[src/rtl/uart_log_pkg.sv]
// uart_log_pkg: shared constants, state encoding and
// sizing helper for the UART hex logger.
package uart_log_pkg;

    localparam logic [7:0] ASCII_0  = 8'h30;
    localparam logic [7:0] ASCII_A  = 8'h41;
    localparam logic [7:0] ASCII_CR = 8'h0D;
    localparam logic [7:0] ASCII_LF = 8'h0A;

    typedef enum logic [1:0] {
        IDLE = 2'd0,
        SEND = 2'd1,
        ACK  = 2'd2
    } log_state_t;

    // Characters printed per word: one per nibble, plus CR LF.
    function automatic int nchars(input int word_width,
                                  input int newline);
        return word_width / 4 + ((newline != 0) ? 2 : 0);
    endfunction

endpackage

[src/rtl/hex_nibble_to_ascii.sv]
// hex_nibble_to_ascii: one nibble to its uppercase
// ASCII hex digit.
module hex_nibble_to_ascii
    import uart_log_pkg::*;
(
    input  logic [3:0] nibble,
    output logic [7:0] ascii
);

    // 0..9 map onto '0'..'9', 10..15 onto 'A'..'F'.
    always_comb begin
        if (nibble < 4'd10) begin
            ascii = ASCII_0 + {4'd0, nibble};
        end else begin
            ascii = ASCII_A + {4'd0, nibble - 4'd10};
        end
    end

endmodule

[src/rtl/uart_hex_logger.sv]
// uart_hex_logger: prints accepted words as uppercase hex
// over the UART transmitter's stb/busy handshake.
module uart_hex_logger
    import uart_log_pkg::*;
#(
    parameter int WORD_WIDTH = 32,
    parameter int NEWLINE    = 1
) (
    input  logic                  clk,
    input  logic                  rst_n,
    input  logic [WORD_WIDTH-1:0] in_data,
    input  logic                  in_valid,
    output logic                  in_ready,
    output logic [7:0]            tx_data,
    output logic                  tx_stb,
    input  logic                  tx_busy,
    output logic                  active
);

    localparam int NCHARS = nchars(WORD_WIDTH, NEWLINE);
    localparam int CW     = $clog2(NCHARS + 1);

    localparam logic [CW-1:0] CNT_LOAD  = CW'(NCHARS);
    localparam logic [CW-1:0] CNT_ONE   = CW'(1);
    localparam logic [CW-1:0] CNT_CR    = CW'(2);
    localparam logic [CW-1:0] DIGIT_MIN = CW'((NEWLINE != 0) ? 3 : 1);

    log_state_t            state;
    logic [WORD_WIDTH-1:0] shreg;
    logic [CW-1:0]         cnt;
    logic [7:0]            hex_char;
    logic [7:0]            cur_char;

    hex_nibble_to_ascii u_hex (
        .nibble (shreg[WORD_WIDTH-1 -: 4]),
        .ascii  (hex_char)
    );

    // Digits while nibbles remain, then CR and finally LF.
    always_comb begin
        cur_char = hex_char;
        if (cnt < DIGIT_MIN) begin
            cur_char = (cnt == CNT_CR) ? ASCII_CR : ASCII_LF;
        end
    end

    // Accept a word, then one stb per character, each
    // confirmed by the transmitter's busy rise.
    always_ff @(posedge clk or negedge rst_n) begin
        if (!rst_n) begin
            state   <= IDLE;
            shreg   <= '0;
            cnt     <= '0;
            tx_stb  <= 1'b0;
            tx_data <= 8'h00;
        end else begin
            case (state)
                IDLE: begin
                    if (in_valid) begin
                        shreg <= in_data;
                        cnt   <= CNT_LOAD;
                        state <= SEND;
                    end
                end
                SEND: begin
                    if (!tx_busy) begin
                        tx_stb  <= 1'b1;
                        tx_data <= cur_char;
                        state   <= ACK;
                    end
                end
                ACK: begin
                    tx_stb <= 1'b0;
                    if (tx_busy) begin
                        cnt   <= cnt - CNT_ONE;
                        shreg <= shreg << 4;
                        state <= (cnt == CNT_ONE) ? IDLE : SEND;
                    end
                end
                default: state <= IDLE;
            endcase
        end
    end

    assign in_ready = (state == IDLE);
    assign active   = !in_ready;

endmodule

[config.mk]
export PLATFORM = sky130hd
export DESIGN_NAME = uart_hex_logger
export DESIGN_NICKNAME = d
export VERILOG_FILES = /design/src/rtl/uart_log_pkg.sv /design/src/rtl/hex_nibble_to_ascii.sv /design/src/rtl/uart_hex_logger.sv
export SDC_FILE = /design/constraint.sdc
export NUM_CORES = 1
export LEC_CHECK = 0
export ABC_AREA = 0
export BUFFER_PORTS_ARGS = -buffer_cell sky130_fd_sc_hd__buf_2
export CAP_MARGIN = 20
export CORE_MARGIN = 2
export CORE_UTILIZATION = 35
export CTS_BUF_LIST = sky130_fd_sc_hd__clkbuf_2 sky130_fd_sc_hd__clkbuf_4 sky130_fd_sc_hd__clkbuf_8
export DETAILED_ROUTE_END_ITERATION = 8
export HOLD_SLACK_MARGIN = 0.03
export SYNTH_ARGS = -nofsm -noshare
export SYNTH_HDL_FRONTEND = slang
export SYNTH_HIERARCHICAL = 1
export SYNTH_SLANG_ARGS = --single-unit
[constraint.sdc]
create_clock -name clk -period 4.6 [get_ports clk]
set_clock_uncertainty 0.2 [all_clocks]
set_input_delay 0.46 -clock clk [delete_from_list [all_inputs] [get_ports clk]]
set_output_delay 0.46 -clock clk [all_outputs]
set_load 0.01 [all_outputs]
# --- Word-level counts from Yosys, hierarchy flattened ---
# Cells that the tools add are included.
word_totals:
  regBits: 47
  latch_bits: 0
  mem_bits_rw: 0
  romBits: 0
  input_bits: 36
  wordCells: 43
  mem_count: 0
classes:
  n_addsub: 4
  mul: 0
  n_div: 0
  magnitude_cmp: 2
  eq_ne: 7
  shift: 0
  n_mux: 16
  n_bitwise: 1
  reduce_logical: 8
op_table:
  columns: ["op", "count"]
  rows:
  - ["two-way mux 32 bit", 2]
  - ["case mux 32 bit (2 select lines)", 1]
  - ["two-way mux 8 bit", 2]
  - ["adder 7 x 4 -> 8 bit (first input constant)", 1]
  - ["two-way mux 4 bit", 2]
  - ["case mux 4 bit (2 select lines)", 1]
  - ["adder 6 x 4 -> 7 bit (first input constant)", 1]
  - ["two-way mux 2 bit", 3]
  - ["inequality test 2 bit (second input constant)", 3]
  - ["case mux 2 bit (3 select lines)", 1]
  - ["AND reduction 3 bit", 2]
  - ["== test 4 x 1 -> 1 bit (second input constant)", 1]
  - ["== test 4 x 2 -> 1 bit (second input constant)", 1]
  - ["< comparator 4 x 2 -> 1 bit (second input constant)", 1]
  - ["< comparator 4 bit (second input constant)", 1]
  - ["AND reduction 2 bit", 2]
  - ["nonzero test 2 bit", 2]
  - ["subtractor 4 x 1 -> 4 bit (second input constant)", 1]
  - ["subtractor 4 bit (second input constant)", 1]
  - ["two-way mux 3 bit", 1]
  - ["== test 2 x 1 -> 1 bit (second input constant)", 1]
  - ["== test 2 bit (second input constant)", 1]
  - ["zero test 2 bit", 1]
  - ["two-way mux 1 bit", 2]
  - ["3 further kinds", 3]

# --- Logic depth before layout (Yosys ltp) ---
depth:
  depth_word: 4
  depth_mapped: 6
  ltp_nobuf: 6

# --- Modules after synthesis ---
# Netlist, hierarchy kept.
modules_own_cells:
  columns: ["mod", "n_inst", "cells_each", "area_per_inst_um2"]
  rows:
  - ["uart_hex_logger", 1, 185, 2560.0]
  - ["hex_nibble_to_ascii", 1, 20, 135.1]

# --- Worst setup path after synthesis ---
# Ideal clock, no wire load.
synth_path:
  kind: "input -> register"
  startpoint: "in tx_busy"
  endpoint: "reg shreg[21]"
  t_arrival_ns: 1.418
  path_slack_ns: 2.857
  cell_stages: 6
  cell_sequence: "buf_6 -> mux2i_1 -> nor2_2 -> buf_4 -> buf_8 -> mux2_4"
synth_between:
  elab_chain_len: 2
synth_rtl:
  columns: ["item", "line_no", "source"]
  rows:
  - ["from (decl)", "uart_hex_logger.sv:16", "input logic tx_busy,"]
  - ["inequality test 2 bit (no source line)", null, null]
  - ["AND reduction 3 bit (no source line)", null, null]
  - ["to (signal assigned)", "uart_hex_logger.sv:60", "shreg <= in_data;"]
  - ["to (signal assigned)", "uart_hex_logger.sv:76", "shreg <= shreg << 4;"]
  - ["to (decl)", "uart_hex_logger.sv:29", "logic [WORD_WIDTH-1:0] shreg;"]
# Every way passes these cells.
# A chain may end at the register's enable or synchronous reset.

# --- Worst setup path after layout ---
layout_path:
  startpoint: "reg state[1]"
  endpoint: "reg shreg[23]"
layout_between:
  elab_chain_len: 3
  elab_cells_between_ends: 7
layout_rtl:
  columns: ["item", "line_no", "source"]
  rows:
  - ["from (decl)", "uart_hex_logger.sv:28", "log_state_t state;"]
  - ["from (signal assigned)", "uart_hex_logger.sv:77", "state <= (cnt == CNT_ONE) ? IDLE : SEND;"]
  - ["== test 2 bit / zero test 2 bit (equally long branches)", "uart_hex_logger.sv:57", "case (state)"]
  - ["inequality test 2 bit (no source line) / nonzero test 2 bit (equally long branches)", null, null]
  - ["AND reduction 3 bit (no source line)", null, null]
# Several ways; a longest one is shown, not always the timed one.

==> impl_metrics.ini <==
[cts]
clkLatencyLatePin_ps = 290
path_clk_slew_ps = 80
cts-buffers-inserted = 5
ctsResizeCount = 0
post_cts_buffers = 0
root_buffer = clkbuf_8
cts_tree = done
htree_levels = 2
clock_path_buffers = 2
cts_sinks = 47
postCtsHoldBufs = 0

[grt]
grt-ovfl-total = 0
grtUsageTotal = 0.1244
grt_start_max_net_pins = 48
grt_pass1_wl_um = 8459
grt_pass1_vias = 1747
grt_antenna_before_repair = 0

[timing]
holdWs_ps = 53.60
fin_crit_sh = 0.5126
fin_crit_ps = 2358
setup_tns_ps = 0
slew-limit-headroom = 0.5690
setup_viol = 0
report.final.slew_viol_count = 0
tightest_slew_ps = 645.2
fmax_mhz = 424.1
rsz0062_at_grt = false
hold_viol_final = 0

[flow_run]
max_cap_violations = 0

[power]
p_int_mw = 1.359
p_leak_nw = 1.462
switching_share = 0.3464
power_frac_clock = 0.120
switching_power_mw = 0.7203
combPwrFrac = 0.487
p_seq_frac = 0.393
power_density_nw_per_um2 = 673.7
vdd_drop_max_mv = 0.4178

[yosys]
ys_ff_latch = 47
synthArstFlopShare = 1.000
synth-main-ff-cell = dfrtp_1
synth.top_cell.area_share = 0.4364
synth_area_um2 = 2695
synth_cells = 205
yosys_warnings = 6
synth-edff-count = 0
syn-num-nets = 247
yosysSeqAreaShare = 0.4364
syn_avg_cell_area_um2 = 13.15
synth_cell_types = 39
synthTopCellsByArea = dfrtp_1 44%, mux2_4 29%, ha_1 2.8%, a21oi_1 2.6%, buf_6 2.1%
yosys.area.top_type = dfrtp_1

[critical_path]
worstPathMaxFanout = 20
cp-end-kind = register
cp-startpoint = state[1]
r2r-start = state[1]
crit_type = register to register
cp_data_required_time_ps = 4580
arrival_ps = 2340
critPathLaunchType = register

[finish]
finish.instance_area_um2 = 3087
layout_commonest_cell = mux2_4
diodes = 0
layoutNonFillerInstCount = 349
final_cell_mix = 52 x mux2_4, 47 x dfrtp_1, 46 x buf_2
drive_gt1_frac = 0.4760
utilization = 0.4188
syn2layout_area_growth_pct = 14.53
nNetsFinal = 291

[floorplanning]
io_pins = 47
initial_utilization = 0.3657
fp.dieH_um = 91.75
dieArea_um2 = 8418
core_um2 = 7370
die_w_um = 91.75
core.rowCount = 31

[drt]
num_vias = 1631
postRouteAntennaNets = 0
drtIter0Drc = 63
drc = 0
vias_per_cell = 4.673
wirelength_um = 4911
wire_per_inst_um = 14.07
drt_pass1_iterations = 4

[placement]
dpl_cell_area_um2 = 2958
dpl.hpwl_um = 3370
io_buffers = 46
gp_congestion = 0.7476
dp.cells = 339

[run_status]
status = complete, no violations

[hold_path]
min_path_type = input pin to asynchronous set/reset pin
## final timing paths
kind	endpoint	slack, ps	depth (start not counted)
worst max-delay path	shreg[23]	2240	4
worst min-delay path	tx_data[5]	50	2
worst max register to register	shreg[23]	2240	4
worst min register to register	tx_data[4]	310	1
max in group asynchronous	shreg[3]	3730	2
min in group clk	state[1]	250	2
## registers in the layout, summed over array words and instances (netlist names)
name and flops:
shreg 32, tx_data 8, cnt 4, state 2, tx_stb 1
## per-stage QoR
stage	setup WS [ps]	power, mW
6_report	2242	2.080
4_1_cts	1899	2.079
5_1_grt	2115	2.255
3_5_place_dp	1888	1.822
3_3_place_gp	1951	1.790
2_1_floorplan	2857	1.638
## cell type report
| class | instances | area (um^2) |
|---|---|---|
| fillers | 716 | 4283 |
| clock inverters | 1 | 5.005 |
| multi-input cells | 135 | 1379 |
| inverters | 11 | 41.29 |
| flip-flops and latches | 47 | 1176 |
| clock buffers | 7 | 83.83 |
| repair buffers | 49 | 277.8 |
| well taps | 99 | 123.9 |
## power by group through the flow
| stage | Sequential [mW] | Clock (mW) | Combinational, mW |
|---|---|---|---|
| finish | 0.818 | 0.250 | 1.01 |
| global route | 0.856 | 0.282 | 1.12 |
| CTS | 0.819 | 0.261 | 1.00 |
| detailed placement | 0.827 | 0 | 0.996 |
| global placement | 0.818 | 0 | 0.973 |
| floorplan | 0.773 | 0 | 0.865 |
## kinds of logic after synthesis
kind of cell / synth area share
mux: 0.3143
other cells: 0.001391
simple gates: 0.06686
flops: 0.4364
buf+inv: 0.05385
compound gates: 0.08960
xor+xnor: 0.009751
fa+ha+maj: 0.02785
## worst max-delay path, stage by stage, from the launching register on
cell and delay (ps):
dfrtp_1 650, nor2b_4 570, buf_12 260, mux2_4 310, mux2_4 250
## routing by layer
layer	track usage	vias up	wire, um
met1	0.1721	783	2447
met2	0.1973	38	2199
li1	-	805	-
met5	0	-	0
met4	0.02985	0	30
met3	0.02958	5	233
## cell usage after synthesis (4+ instances only)
cell and number:
inv_1 11, mux2_4 52, mux2_2 5, nand2_1 4, a21oi_1 14, o21ai_0 5
nor2b_1 6, nor2_1 8, a22o_1 4, dfrtp_1 47, o2bb2ai_1 4, ha_1 6
buf_6 5
No activity file was read; power rests on OpenSTA's default activity.
